**config.mk**
```make
export PLATFORM = sky130hd
export DESIGN_NAME = io_port_responder
export DESIGN_NICKNAME = d
export VERILOG_FILES = /design/src/rtl/io_port_responder.sv
export SDC_FILE = /design/constraint.sdc
export NUM_CORES = 1
export LEC_CHECK = 0
export CAP_MARGIN = 20
export CORE_MARGIN = 3
export CORE_UTILIZATION = 55
export CTS_CLUSTER_DIAMETER = 60
export DETAILED_ROUTE_END_ITERATION = 7
export PLACE_DENSITY = 0.85
export SETUP_SLACK_MARGIN = 0.5
export SYNTH_ARGS = -nofsm -noshare
export SYNTH_HDL_FRONTEND = slang
export SYNTH_SLANG_ARGS = --single-unit
```
**constraint.sdc**
```tcl
create_clock -name clk -period 4.4 [get_ports clk]
set_input_delay 0.88 -clock clk [delete_from_list [all_inputs] [get_ports clk]]
set_output_delay 0.88 -clock clk [all_outputs]
set_load 0.01 [all_outputs]
```
**src/rtl/io_port_responder.sv**
```systemverilog
// io_port_responder: device side of the IN/OUT port interface.
// OUT words go out through a transmit FIFO; IN words come in through receive storage.
//
// Ports:
//   clk, RESET                 clock and synchronous active-high reset
//   out_wr, out_data, io_stall processor OUT side; io_stall means the transmit FIFO is full
//   in_rd, in_data, in_empty   processor IN side; in_data is 0 when empty
//   tx_data/valid/ready        device transmit handshake
//   rx_data/valid/ready        device receive handshake
//   tx_count                   transmit FIFO occupancy, 0..DEPTH
//   ovf                        sticky flag: an OUT was dropped
//
// Build option IO_RX_FIFO_EN:
//   defined   - receive storage is a 4-entry FIFO
//   undefined - receive storage is a single holding register
module io_port_responder #(
  parameter int DEPTH = 4,
  parameter int WIDTH = 16
) (
  input  logic                       clk,
  input  logic                       RESET,
  input  logic                       out_wr,
  input  logic [WIDTH-1:0]           out_data,
  output logic                       io_stall,
  input  logic                       in_rd,
  output logic [WIDTH-1:0]           in_data,
  output logic                       in_empty,
  output logic [WIDTH-1:0]           tx_data,
  output logic                       tx_valid,
  input  logic                       tx_ready,
  input  logic [WIDTH-1:0]           rx_data,
  input  logic                       rx_valid,
  output logic                       rx_ready,
  output logic [$clog2(DEPTH):0]     tx_count,
  output logic                       ovf
);

  localparam int AW = $clog2(DEPTH);
  localparam int CW = AW + 1;

  logic [WIDTH-1:0] tx_mem [DEPTH];
  logic [AW-1:0]    tx_wp;
  logic [AW-1:0]    tx_rp;
  logic [CW-1:0]    tx_cnt;
  logic             tx_full;
  logic             tx_push;
  logic             tx_pop;

  assign tx_full  = (tx_cnt == CW'(DEPTH));
  assign tx_pop   = tx_valid && tx_ready;
  // A full FIFO still takes a word when the head leaves in the same cycle.
  assign tx_push  = out_wr && (!tx_full || tx_pop);

  assign io_stall = tx_full;
  assign tx_valid = (tx_cnt != '0);
  assign tx_count = tx_cnt;
  assign tx_data  = tx_valid ? tx_mem[tx_rp] : '0;

  always_ff @(posedge clk) begin
    if (tx_push) tx_mem[tx_wp] <= out_data;
  end

  always_ff @(posedge clk) begin
    if (RESET) begin
      tx_wp  <= '0;
      tx_rp  <= '0;
      tx_cnt <= '0;
      ovf    <= 1'b0;
    end else begin
      if (tx_push) tx_wp <= tx_wp + AW'(1);
      if (tx_pop)  tx_rp <= tx_rp + AW'(1);
      unique case ({tx_push, tx_pop})
        2'b10:   tx_cnt <= tx_cnt + CW'(1);
        2'b01:   tx_cnt <= tx_cnt - CW'(1);
        default: tx_cnt <= tx_cnt;
      endcase
      if (out_wr && !tx_push) ovf <= 1'b1;
    end
  end

`ifdef IO_RX_FIFO_EN
  logic [WIDTH-1:0] rx_mem [4];
  logic [1:0]       rx_wp;
  logic [1:0]       rx_rp;
  logic [2:0]       rx_cnt;
  logic             rx_push;
  logic             rx_pop;

  assign rx_ready = (rx_cnt < 3'd4) || in_rd;
  assign rx_push  = rx_valid && rx_ready;
  assign rx_pop   = in_rd && (rx_cnt != 3'd0);
  assign in_empty = (rx_cnt == 3'd0);
  assign in_data  = in_empty ? '0 : rx_mem[rx_rp];

  always_ff @(posedge clk) begin
    if (rx_push) rx_mem[rx_wp] <= rx_data;
  end

  always_ff @(posedge clk) begin
    if (RESET) begin
      rx_wp  <= '0;
      rx_rp  <= '0;
      rx_cnt <= '0;
    end else begin
      if (rx_push) rx_wp <= rx_wp + 2'd1;
      if (rx_pop)  rx_rp <= rx_rp + 2'd1;
      unique case ({rx_push, rx_pop})
        2'b10:   rx_cnt <= rx_cnt + 3'd1;
        2'b01:   rx_cnt <= rx_cnt - 3'd1;
        default: rx_cnt <= rx_cnt;
      endcase
    end
  end
`else
  logic [WIDTH-1:0] rx_hold;
  logic             rx_vld;
  logic             rx_xfer;

  // The held word may be replaced in the same cycle the processor reads it.
  assign rx_ready = !rx_vld || in_rd;
  assign rx_xfer  = rx_valid && rx_ready;
  assign in_empty = !rx_vld;
  assign in_data  = rx_vld ? rx_hold : '0;

  always_ff @(posedge clk) begin
    if (RESET) begin
      rx_vld  <= 1'b0;
      rx_hold <= '0;
    end else if (rx_xfer) begin
      rx_vld  <= 1'b1;
      rx_hold <= rx_data;
    end else if (in_rd) begin
      rx_vld  <= 1'b0;
    end
  end
`endif

endmodule

```
### After elaboration in Yosys (flattened, before gate mapping)

Memory sizes are Yosys's and may differ from the RTL's. A register that Yosys moved wholly into a read port is not among the register bits.
Cells that the tools add are included.

| word-level totals | value |
|---|---|
| input bits | 38 |
| bits in registers | 25 |
| bits in writable memories | 64 |
| output and inout port bits | 40 |
| memories | 1 |

Memories:

| name | words | width | read ports | clocked after memory_dff | write ports | RTL line | text |
|---|---|---|---|---|---|---|---|
| tx_mem | 4 | 16 | 1 | 1 | 1 | 41 | `logic [WIDTH-1:0] tx_mem [DEPTH];` |

| cells by class | value |
|---|---|
| reductions and logical operators | 12 |
| eq/ne operators | 3 |
| add/subtract/negate cells | 4 |
| mux-type cells | 9 |

Operators by type and width:

| operator | number |
|---|---|
| 16-bit two-way mux | 2 |
| 3-bit case mux with 2 select lines | 1 |
| 2-bit by 1-bit adder with 2-bit output, second input constant | 2 |
| 1-bit logical AND | 4 |
| 1-bit two-way mux | 4 |
| 2-bit two-way mux | 2 |
| 2-bit nonzero test | 2 |
| 3-bit by 1-bit adder with 3-bit output, second input constant | 1 |
| 3-bit equality test, second input constant | 1 |
| 1-bit zero test | 3 |
| 3-bit nonzero test | 1 |
| 3-bit by 1-bit subtractor with 3-bit output, second input constant | 1 |
| 2-bit by 1-bit equality test with 1-bit output, second input constant | 1 |
| 2-bit equality test, second input constant | 1 |
| 1-bit logical OR | 2 |

### Depth between registers and ports, before layout

Gate-level depths: netlist (run 1).

| logic depth | value |
|---|---|
| depth in word-level cells | 6 |
| mapped depth | 7 |
| mapped depth without buffers | 6 |

### Least setup slack after synthesis (run 1)

No wires, ideal clock.

| path | value |
|---|---|
| path type | input to output |
| start point | in in_rd |
| end point | out rx_ready |
| arrival | 1.507 ns |
| path slack | 2.013 ns |
| stages on the path | 3 |
| required time | 3.520 ns |
| path buffers | 1 |
| cells stage by stage | and2b_2 clkinv_1 buf_2 |

| between the ends | value |
|---|---|
| cells in the longest elaborated chain, start to end | 1 |

RTL lines:

| what | RTL line | text |
|---|---|---|
| from (decl) | 25 | `input logic in_rd,` |
| 1-bit logical OR | 120 | `assign rx_ready = !rx_vld \|\| in_rd;` |
| to (decl) | 33 | `output logic rx_ready,` |

Every way passes these cells.

### Final worst setup path (run 1)

Same ends and word-level chain as after synthesis.

==> flow_summary_export.csv, run 1 <==
group,metric,value,unit
setup_path,reg2reg_to,"tx_mem[0][13]",
sta,hold_violations,0,
synthesis,syn-num-nets,306,
route,drc,0,
route,vias_per_cell,5.51,
route,wire_per_inst,17.4,um
floorplan,fp.dieArea,0.00790,mm^2
status,outcome,"finished clean",
hold_path,min_from,"rx_hold[7]",
pwr,power.net_switching,637,uW
pwr,clkPwrFrac,0.286,
hold_path,hold_class,"reg -> reg",
sta,fin_skew,0.00626,ns
setup_path,reg2regPathDepth,3,
clock_network,clk_latency,0.34,ns
global_routing,grt_overflow,0,
place,place.gp.congestion,0.757,
route,firstDrtPassIters,4,
setup_path,crit_type,"in -> out",
finish,drive_gt1_frac,0.126,
finish,area_growth,27.9,%
pwr,sw_frac_of_total,0.258,
clock_network,cts_tree,"yes",
sta,relSlewSlack,0.292,
sta,clock.fmax,316,MHz
sta,worst-slew-pin-transition,1.06,ns
place,portBuffers,77,
clock_network,post_cts_resized,0,
synthesis,synth.distinct_cells,34,
floorplan,core,0.00649,mm^2
finish,final_nets,379,
floorplan,fp.dieW,88.9,um
synthesis,synth_top_cell_by_area,"edfxtp_1",
synthesis,yosysWarnings,0,
floorplan,chipHeight,88.9,um
finish,n_antenna_cell,0,
run,max_cap_viol_count,0,
setup_path,cp_data_required_time,3.52,ns
synthesis,synth-seq-cells,91,
floorplan,ioPinCount,78,
setup_path,path_cells,"clkdlybuf4s50_1, and2b_2, clkinv_1, clkdlybuf4s50_1",
pwr,power.internal,1.84,mW
setup_path,end_kind,"output port",
pwr,powerDensity,512,mW/mm^2
setup_path,slowest_delay,0.50,ns
global_routing,grt_pass1_vias,2330,
synthesis,ys_seq_area_frac,0.652,
setup_path,critPathCapture,"rx_ready",
global_routing,grt_pass1_wl,11400,um
setup_path,crit_top_cell,"clkdlybuf4s50_1",
sta,fin_crit_sh,0.720,
global_routing,grt_antenna_before_repair,0,
setup_path,worstSetupStartpointType,"input port",
synthesis,netlist_area,0.00378,mm^2
synthesis,syn_avg_cell_area,14.4,um^2
synthesis,netlist.area_leader.share,0.509,
place,pre_cts_slack,1.24,ns
place,dp.final_hpwl,4770,um
pwr,combPwrFrac,0.289,
setup_path,r2r_setup_slack,2.30,ns
global_routing,grt_start_max_net_pins,31,
route,antenna_left,0,
clock_network,cts_buffer_depth,2,
global_routing,grt_use_total,0.196,
finish,final_cell_mix,"clkdlybuf4s50_1, edfxtp_1, dfxtp_1",
pwr,peakVddDrop,0.359,mV
sta,tns,0,ns
clock_network,htreeDepth,3,
pwr,p_leak,1.63,nW
synthesis,synth.area.top_cells,"edfxtp_1, dfxtp_1, mux4_2",
clock_network,hold_buffers,0,
clock_network,path_clk_slew,0.08,ns
setup_path,cp-startpoint,"in_rd",
clock_network,post_cts_buffers,0,
clock_network,cts_buffers,9,
sta,rsz0062_at_grt,"no",
sta,setup_ws,1.23,ns
sta,slew_viol_final,0,
pwr,seqPwrFrac,0.425,
finish,post-route-util,0.744,
sta,layout_min_cycle_time,3.17,ns
synthesis,syn_inst,263,
sta,setup_viol,0,
setup_path,reg2reg_from,"tx_count[0]",
setup_path,arrival,2.29,ns
route,wl,7290,um
clock_network,cts-root-buf,"clkbuf_8",
floorplan,initial_core_util,0.581,
finish,layout_commonest_cell,"clkdlybuf4s50_1",
clock_network,cts.sinks,91,
setup_path,slowest_stage,"clkdlybuf4s50_1",
floorplan,rows,29,
route,initialDrtViolationCount,96,
route,vias,2302,
setup_path,crit_fanout,17,
## stage by stage
stage                     power [mW]  instance area, um^2  instances  hold slack [ns]
after floorplan                 1.49                 3780        263            0.449
after global placement          1.77                 4570        402            0.456
after detailed placement        1.79                 4570        402            0.457
after CTS                       2.50                 4830        418            0.474
after global routing            2.60                 4830        418            0.502
final                           2.47                 4830        418            0.474
## power groups by stage
stage	combinational, mW	clock [mW]	sequential (mW)
floorplan	0.454	0	1.04
global placement	0.706	0	1.07
detailed placement	0.723	0	1.07
CTS	0.729	0.722	1.05
global route	0.780	0.758	1.06
finish	0.716	0.708	1.05
## routing by layer
metal / vias to the layer above / track usage / share of wire
li1: 1106 / - / -
met1: 1113 / 0.236 / 0.42
met2: 75 / 0.346 / 0.52
met3: 8 / 0.0400 / 0.053
met4: 0 / 0.0742 / 0.011
met5: - / 0 / 0
## final cells by class
| type | count | area, um^2 |
|---|---|---|
| Clock inverter | 7 | 140 |
| Inverter | 8 | 30.0 |
| Clock buffer | 9 | 124 |
| Fill cell | 426 | 1670 |
| Sequential cell | 91 | 2460 |
| Multi-Input combinational cell | 146 | 1180 |
| Tap cell | 77 | 96.3 |
| Timing Repair Buffer | 80 | 793 |
## critical path: cells and delay by family
kind          cells  cell delay, ns
buf+inv           3            1.03
simple gates      1            0.38
## state kept, by name, indices dropped and copies added, names as in the netlist, named ones only
| register | flops |
|---|---|
| ovf | 1 |
| rx_hold | 16 |
| rx_vld | 1 |
| tx_count | 3 |
| tx_mem | 64 |
| tx_rp | 2 |
| tx_wp | 2 |
## cell usage after synthesis, drive strengths merged
cell and instances:
nand3 16, a221oi 1, xnor2 1, mux2i 2
nand2b 4, nor2b 18, and2 21, ha 4
or2 1, nor4b 2, clkbuf 6, mux2 3
o21a 1, o311ai 1, inv 7, and2b 1
xor2 2, fa 1, clkinv 1, a21oi 18
nor2 12, a31oi 2, o31ai 1, or3b 1
o21ai 16, buf 12, mux4 16, nor3 1
dfxtp 27, edfxtp 64
## worst min path at each step
stage	end	slack (ns)	depth (start not counted)
3_5_place_dp	ovf	0.46	2
3_3_place_gp	rx_hold[14]	0.46	2
5_1_grt	rx_hold[3]	0.50	2
2_1_floorplan	rx_hold[0]	0.45	2
4_1_cts	rx_hold[3]	0.47	2
6_report	rx_hold[7]	0.47	2
## logic make-up (layout without fill, tap and decap cells)
family	count (synthesis)	count (layout)	share of synthesized area
flip-flops	91	91	0.652
XOR/XNOR	3	3	0.00696
adder cells (fa/ha/maj)	5	5	0.0186
AND/OR/NAND/NOR	77	77	0.120
AO/OA/AOI/OAI	40	40	0.0587
buffers and inverters	26	104	0.0345
multiplexers	21	21	0.110
(Power assumes the default switching activity.)
==> run 2, diff against run 1 <==
CORE_UTILIZATION = 46   (was 55)
PLACE_DENSITY = 0.76   (was 0.85)
clock period = 2.85 ns   (was 4.4 ns; I/O delays follow)
==> run 2 against run 1 <==
Final area is essentially flat. Sequential share of layout area rose by 0.091 points. First-iteration DRC count is 15% lower. Hold slack improved by 0.0021 ns. Die area is 18% higher. Critical endpoint is now io_stall.
==> flow_summary_export.csv, run 2 (synthesized netlist as in run 1, its figures left out) <==
group,metric,value,unit
setup_path,crit_type,"reg -> out",
sta,rsz0062_at_grt,"yes",
global_routing,grt_pass1_vias,2424,
setup_path,slowest_stage,"clkdlybuf4s50_1",
finish,top_register,"tx_mem",
clock_network,hold_buffers,0,
clock_network,cts-root-buf,"clkbuf_8",
sta,setup_viol,0,
sta,hold_violations,0,
finish,final_cell_mix,"edfxtp_1, clkdlybuf4s50_1, dfxtp_1",
sta,fin_skew,0.00918,ns
clock_network,cts_buffers,9,
finish,n_antenna_cell,0,
global_routing,grt_pass1_wl,12000,um
finish,post-route-util,0.616,
hold_path,hold_class,"reg -> reg",
status,outcome,"finished clean",
clock_network,path_clk_slew,0.09,ns
clock_network,cts.sinks,91,
route,vias_per_cell,5.18,
global_routing,grt_start_max_net_pins,19,
global_routing,grt_overflow,0,
clock_network,cts_buffer_depth,2,
sta,relSlewSlack,0.611,
sta,worst-slew-pin-transition,0.582,ns
setup_path,arrival,1.71,ns
pwr,p_leak,1.69,nW
run,max_cap_viol_count,0,
sta,clock.fmax,438,MHz
place,portBuffers,77,
route,drc,0,
route,initialDrtViolationCount,82,
finish,largest_register_ffs,64,
route,wl,7300,um
clock_network,htreeDepth,3,
setup_path,crit_fanout,9,
sta,setup_ws,0.569,ns
setup_path,worstSetupStartpointType,"register",
floorplan,fp.dieW,96.6,um
sta,fin_crit_sh,0.800,
sta,hold-worst-slack,0.476,ns
route,vias,2360,
pwr,peakVddDrop,0.289,mV
route,firstDrtPassIters,5,
clock_network,clk_latency,0.35,ns
global_routing,grt_use_total,0.161,
sta,slew_viol_final,0,
place,pre_cts_slack,0.283,ns
finish,drive_gt1_frac,0.206,
pwr,finalPower,3.51,mW
floorplan,rows,32,
sta,layout_min_cycle_time,2.28,ns
route,wire_per_inst,16.0,um
global_routing,grt_antenna_before_repair,0,
setup_path,cp_data_required_time,2.28,ns
floorplan,initial_core_util,0.481,
place,place.gp.congestion,0.766,
setup_path,end_kind,"output port",
pwr,powerDensity,727,mW/mm^2
setup_path,slowest_delay,0.53,ns
place,dp.final_hpwl,4520,um
setup_path,path_cells,"nor2_1, and2_1, clkdlybuf4s50_1",
clock_network,cts_tree,"yes",
floorplan,core,0.00785,mm^2
finish,area_growth,27.9,%
floorplan,ioPinCount,78,
route,antenna_left,0,
finish,layout_commonest_cell,"edfxtp_1",
floorplan,chipHeight,96.6,um
floorplan,fp.dieArea,0.00933,mm^2
sta,tns,0,ns
finish,final_nets,392,
## run 2: area by class of cell
type,count,area (um^2)
Sequential cell,91,2470
Timing Repair Buffer,93,846
Clock inverter,7,51.3
Tap cell,102,128
Fill cell,653,3020
Inverter,8,30.0
Clock buffer,9,124
Multi-Input combinational cell,146,1180
## run 2: routing by layer
metal  global-route usage  part of all wire
met3               0.0526             0.061
met1                0.205              0.44
met5                    0                 0
met4               0.0518            0.0078
met2                0.263              0.49
## run 2: path summary, 6_finish.rpt
| kind | end | start | cells past startpoint | slack [ns] |
|---|---|---|---|---|
| worst max-delay path | io_stall | tx_count[0] | 3 | 0.57 |
| worst min register to register | rx_hold[13] | rx_hold[13] | 2 | 0.48 |
| worst min-delay path | rx_hold[13] | rx_hold[13] | 2 | 0.48 |
| worst max register to register | tx_count[2] | tx_count[0] | 6 | 0.87 |
## run 2: per-stage QoR
| stage | instances | area [um^2] |
|---|---|---|
| 4_1_cts | 454 | 4850 |
| 5_1_grt | 456 | 4830 |
| 2_1_floorplan | 263 | 3780 |
| 3_3_place_gp | 436 | 4680 |
| 6_report | 456 | 4830 |
| 3_5_place_dp | 436 | 4680 |
## run 2: worst max-delay path: cells and delay by family (launching register included)
kind / cells / cell delay [ns]
DFF: 1 / 0.42
and+or+nand+nor: 2 / 0.42
buffers and inverters: 1 / 0.53
## run 2: what timing repair did
action                     4_1_cts  5_1_grt
pin swaps                        0        1
cloned                           1        0
buffers inserted                 1        2
resized for setup               65        5
setup endpoints to repair       18        7
## run 2: where the power goes
part	internal [mW]	total [mW]	switching, mW
combinational	0.615	1.12	0.501
clock	0.321	0.768	0.447
sequential	1.54	1.63	0.0854
total	2.48	3.51	1.03
